### src/rtl/irq_scheduler.sv
// Prioritised, nesting interrupt scheduler: it synchronises and edge-captures the sources,
// masks them, and presents one held request to the pipeline until it is acked or withdrawn.
module irq_scheduler #(
    parameter int NIRQ     = 3,
    parameter int NBIT_IRQ = 2
) (
    input  logic                clk,
    input  logic                rst,
    input  logic                en,
    input  logic [NIRQ-1:0]     irq_src,
    input  logic                ie,
    input  logic                mask_we,
    input  logic [NIRQ-1:0]     mask_w,
    input  logic                irq_ack,
    input  logic                eret,
    output logic                irq_req,
    output logic [NBIT_IRQ-1:0] irq_inum,
    output logic [NIRQ-1:0]     pending,
    output logic [NIRQ-1:0]     in_service,
    output logic [NIRQ-1:0]     mask
);

    typedef enum logic [0:0] {
        IDLE = 1'b0,
        REQ  = 1'b1
    } state_t;

    function automatic logic [NIRQ-1:0] line_onehot(input logic [NBIT_IRQ-1:0] n);
        logic [NIRQ-1:0] v;
        for (int i = 0; i < NIRQ; i++) begin
            v[i] = (n == NBIT_IRQ'(i));
        end
        return v;
    endfunction

    state_t              state_r, state_nxt_s;
    logic [NIRQ-1:0]     s1_r, s2_r, h_r;
    logic [NIRQ-1:0]     pending_r, in_service_r, mask_r;
    logic                irq_req_r, req_nxt_s;
    logic [NBIT_IRQ-1:0] irq_inum_r, inum_nxt_s;

    logic [NIRQ-1:0]     edge_s, cand_s, elig_s;
    logic [NBIT_IRQ-1:0] top_idx_s, best_s;
    logic                top_valid_s, any_elig_s;
    logic [NIRQ-1:0]     req_line_s, top_line_s;
    logic                ack_s, eret_fire_s;
    logic [NIRQ-1:0]     pending_nxt_s, in_service_nxt_s, mask_nxt_s;

    assign edge_s     = s2_r & ~h_r;
    assign cand_s     = pending_r & ~mask_r;
    assign req_line_s = line_onehot(irq_inum_r);
    assign top_line_s = line_onehot(top_idx_s);

    // Find the current nesting level and the best line allowed to pre-empt it.
    always_comb begin
        top_valid_s = 1'b0;
        top_idx_s   = '0;
        best_s      = '0;
        elig_s      = '0;
        for (int i = 0; i < NIRQ; i++) begin
            top_valid_s = top_valid_s | in_service_r[i];
            top_idx_s   = in_service_r[i] ? NBIT_IRQ'(i) : top_idx_s;
        end
        for (int i = 0; i < NIRQ; i++) begin
            elig_s[i] = cand_s[i] & (~top_valid_s | (NBIT_IRQ'(i) > top_idx_s));
            best_s    = elig_s[i] ? NBIT_IRQ'(i) : best_s;
        end
    end

    assign any_elig_s  = ie & (|elig_s);
    assign ack_s       = (state_r == REQ) & en & irq_ack;
    assign eret_fire_s = en & eret & top_valid_s;

    // Request FSM: the number is latched on entry to REQ and held until ack or withdrawal.
    always_comb begin
        state_nxt_s = state_r;
        req_nxt_s   = irq_req_r;
        inum_nxt_s  = irq_inum_r;
        case (state_r)
            IDLE: begin
                if (any_elig_s) begin
                    state_nxt_s = REQ;
                    req_nxt_s   = 1'b1;
                    inum_nxt_s  = best_s;
                end else begin
                    req_nxt_s   = 1'b0;
                end
            end
            REQ: begin
                if (ack_s) begin
                    state_nxt_s = IDLE;
                    req_nxt_s   = 1'b0;
                end else if (!ie || (|(req_line_s & mask_r))) begin
                    state_nxt_s = IDLE;
                    req_nxt_s   = 1'b0;
                end else begin
                    req_nxt_s   = 1'b1;
                end
            end
            default: begin
                state_nxt_s = IDLE;
                req_nxt_s   = 1'b0;
            end
        endcase
    end

    // A fresh edge wins over the ack clear of the same bit, so that event is not lost.
    always_comb begin
        pending_nxt_s    = (pending_r & ~({NIRQ{ack_s}} & req_line_s)) | edge_s;
        in_service_nxt_s = (in_service_r & ~({NIRQ{eret_fire_s}} & top_line_s))
                         | ({NIRQ{ack_s}} & req_line_s);
        if (en && mask_we) begin
            mask_nxt_s = mask_w;
        end else begin
            mask_nxt_s = mask_r;
        end
    end

    // Source synchroniser and edge-history flops.
    always_ff @(posedge clk) begin
        if (rst) begin
            s1_r <= '0;
            s2_r <= '0;
            h_r  <= '0;
        end else begin
            s1_r <= irq_src;
            s2_r <= s1_r;
            h_r  <= s2_r;
        end
    end

    // Event, nesting, mask and request state registers.
    always_ff @(posedge clk) begin
        if (rst) begin
            state_r      <= IDLE;
            pending_r    <= '0;
            in_service_r <= '0;
            mask_r       <= '0;
            irq_req_r    <= 1'b0;
            irq_inum_r   <= '0;
        end else begin
            state_r      <= state_nxt_s;
            pending_r    <= pending_nxt_s;
            in_service_r <= in_service_nxt_s;
            mask_r       <= mask_nxt_s;
            irq_req_r    <= req_nxt_s;
            irq_inum_r   <= inum_nxt_s;
        end
    end

    assign irq_req    = irq_req_r;
    assign irq_inum   = irq_inum_r;
    assign pending    = pending_r;
    assign in_service = in_service_r;
    assign mask       = mask_r;

endmodule

### config.mk
export PLATFORM = sky130hd
export DESIGN_NAME = irq_scheduler
export DESIGN_NICKNAME = d
export VERILOG_FILES = /design/src/rtl/irq_scheduler.sv
export SDC_FILE = /design/constraint.sdc
export NUM_CORES = 1
export LEC_CHECK = 0
export BUFFER_PORTS_ARGS = -buffer_cell sky130_fd_sc_hd__buf_2
export CORE_MARGIN = 10
export CORE_UTILIZATION = 51
export DETAILED_ROUTE_END_ITERATION = 12
export MAX_ROUTING_LAYER = met4
export PLACE_DENSITY = 0.8
export SYNTH_ARGS = -nofsm -noshare
export SYNTH_HDL_FRONTEND = slang
export SYNTH_SLANG_ARGS = --single-unit
### constraint.sdc
create_clock -name clk -period 2.9 [get_ports clk]
set_input_delay 0.725 -clock clk [delete_from_list [all_inputs] [get_ports clk]]
set_output_delay 0.725 -clock clk [all_outputs]
set_load 0.01 [all_outputs]
==> impl_results.md <==
* Ys Warns at 0
* Slew margin rel. at 0.691
* Initial core utilization at 0.528
* Grt total ovfl at 0
* Post-route minimum period at ~1.7 ns
* Share of cells above drive strength 1 at 0.271
* PostCTS Resize Cnt at 0
* Post-route ant nets at 0
* RSZ-0062 raised after global routing: no
* Storage cell area at about 420 um^2
* Post-synthesis xor/xnor area fraction at 0
* Hold buffer count at cts at 0
* Synth Instances at 81
* Pre-CTS setup slack at about 1.1 ns
* Share of the synthesized area in the top cell type at 0.535
* Number of H-tree levels at 1
* Mapped Nets at 94
* Clock latency on the worst-skew pair at just under 0.3 ns
* Clk root buf: clkbuf_4
* All-layer global routing usage at 0.104
* Sequential share of the synthesized area at 0.535
* CP Cell Sequence: buf_2
* Critical path arrival at ~0.96 ns
* Via density per instance at between 5 and 6
* Via count at ~670
* Critical path class: flip-flop to output port
* Chip height at approximately 59 um
* Top post-synthesis cells by area: dfxtp_1, nor2b_1, a21oi_1
* Initial antenna violation count at 0
* Maximum fanout along the worst path at 8
* Setup crit end kind: output port
* # diodes at 0
* Drt pass-1 iters at 5
* # Max-Cap Violations at 0
* Vias in the first global route at 670
* Status: finished, final reports clean
* Synth Area in Simple Gates at 0.260
* Num rows at 14
* Hold depth at 1
* Num Clock Sinks at 21
* Filler cell count at 126
* Crit-path leading delay family: flip-flops
* Die area at 3510 um^2
* Clock slew at reported path FFs at 0.10 ns
* DR WL/cell at 14.0 um
* Die W at 59.3 um
* Max Clock Freq at a little under 600 MHz
* Final Skew at roughly 0.0078 ns
* Crit path required time at ~2.2 ns
* Synth Area in Compound Gates at 0.164
* Final setup viols at 0
* Most frequent cells in the layout: buf_2, dfxtp_1, nor2b_1, nand2_1, a21oi_1
* Setup ws final at roughly 1.2 ns
* Critical-path top delay cell: dfxtp_1
* IO buf count at 24
* IO Pins at 25
* First-pass GRT wire length at 2.90 mm
* Hold Fails Final Rpt at 0
* R2R setup slack at between 1 and 1.5 ns
* Pin count of the biggest net entering global routing at 20
* Post-Synth Adder-Cell Area at 0
* DRT Wirelength at 1.72 mm
* Reg-to-reg endpoint: irq_inum[1]
* Commonest non-fill, non-tap cell in the layout: buf_2
* HP Class: flip-flop to flip-flop
* Peak supply drop at 0.000329 V
* Worst reg2reg startpoint: pending[0]
* Hold EP: s2_r[2]
* Clock buffer depth at 2
* Largest family of logic cells by synthesized area: simple AND/OR/NAND/NOR gates
* Synth area leader: dfxtp_1
* Footprint of the multi-input gates at between 300 and 400 um^2
* Part of the cycle the worst path needs at 0.580
* Register-to-Register Path Depth at 3
* Worst path max stage delay at ~0.48 ns
* Layout area overhead at 20.4%
* Routability Congestion at between 0.8 and 0.9
* Yosys reg bits at 21
* Pwr dens at ~520 nW/um^2
* Post-synthesis cell area at 786 um^2
* Share of synthesized area spent on multiplexers at 0.0127
* CP bufs+invs at 1
* P_leak at around 0.40 nW
* Number of buffers added for setup after CTS at 0
* Final net count at roughly 120
* TritonCTS clock tree: done
* CP Launch Type: flip-flop
* Synthesized area per cell at 9.70 um^2
* Synth cell types at 25
* Sum Neg Setup Slack at 0 ns
* Max-slew violations at 0
* DR DRC count at 0
* Core area at 1490 um^2
* CTS Buf Count at 3
* DP Wirelength at between 1 and 1.5 mm
* Number of DRC markers in iteration 0 at 14
* Hold Startpoint: s1_r[2]
* Worst Max-Slew Pin Slew at between 0.4 and 0.5 ns
## logic make-up (layout without fill, tap and decap cells)
logic type	count (synthesis)	in the layout
simple gates	35	35
flops	21	21
compound gates	18	18
buf+inv	6	32
mux	1	1
## worst max path at each step
stage	from	cells past startpoint	slack, ns	endpoint
after floorplan	irq_ack	3	1.26	pending[2]
after global placement	en	4	1.07	pending[2]
after detailed placement	en	4	1.05	pending[2]
after CTS	in_service[2]	1	1.21	in_service[2]
after global routing	in_service[2]	1	1.16	in_service[2]
final	in_service[2]	1	1.22	in_service[2]
## cell usage after synthesis
| library cell | instances |
|---|---|
| dfxtp_1 | 21 |
| nor2b_1 | 9 |
| nand2_1 | 8 |
| a21oi_1 | 7 |
| nand3_1 | 5 |
| inv_1 | 4 |
| a32o_1 | 3 |
| nand2b_1 | 3 |
| clkbuf_1 | 2 |
| nor3b_1 | 2 |
| o31ai_1 | 2 |
| or3_1 | 2 |
| a2111o_1 | 1 |
| a211o_1 | 1 |
| mux2i_1 | 1 |
| nand3b_1 | 1 |
| nand4_1 | 1 |
| nor4_1 | 1 |
| nor4b_1 | 1 |
| o21ai_0 | 1 |
| o22ai_1 | 1 |
| o2bb2ai_1 | 1 |
| o311ai_0 | 1 |
| or3b_1 | 1 |
| or3b_2 | 1 |
## per-layer routing
| layer | track usage | share of wire | wire [um] | vias to the layer above |
|---|---|---|---|---|
| met5 | - | 0 | 0 | - |
| met4 | 0.0328 | 0.0046 | 8 | 0 |
| met3 | 0.0236 | 0.051 | 88 | 2 |
| met2 | 0.186 | 0.51 | 877 | 17 |
| met1 | 0.108 | 0.43 | 749 | 310 |
| li1 | - | - | - | 344 |
## per-stage QoR
stage / util / cells / total power [mW] / instance area, um^2 / hold slack (ns)
CTS: 0.635 / 123 / 0.498 / 946 / 0.457
detailed placement: 0.617 / 119 / 0.368 / 918 / 0.432
finish: 0.635 / 123 / 0.493 / 946 / 0.451
floorplan: - / 81 / 0.344 / 786 / 0.414
global placement: 0.617 / 119 / 0.366 / 918 / 0.418
global route: 0.635 / 123 / 0.516 / 946 / 0.478
## report_power, final
group	total, mW	switching [mW]	internal (mW)
combinational	0.0505	0.0257	0.0247
clock	0.132	0.0811	0.0512
sequential	0.310	0.00945	0.300
total	0.493	0.116	0.376
## final cells by class
| cell class | instances | area share |
|---|---|---|
| Tap cell | 16 | 0.0212 |
| Inverter | 4 | 0.0159 |
| Clock buffer | 3 | 0.0238 |
| Sequential cell | 21 | 0.444 |
| Multi-Input combinational cell | 54 | 0.362 |
| Clock inverter | 1 | 0.00529 |
| Timing Repair Buffer | 24 | 0.127 |
## registers in the layout (all words and copies together) (netlist names)
| register | count |
|---|---|
| h_r | 3 |
| in_service | 3 |
| irq_inum | 2 |
| irq_req | 1 |
| mask | 3 |
| pending | 3 |
| s1_r | 3 |
| s2_r | 3 |
(Power assumes the default switching activity.)
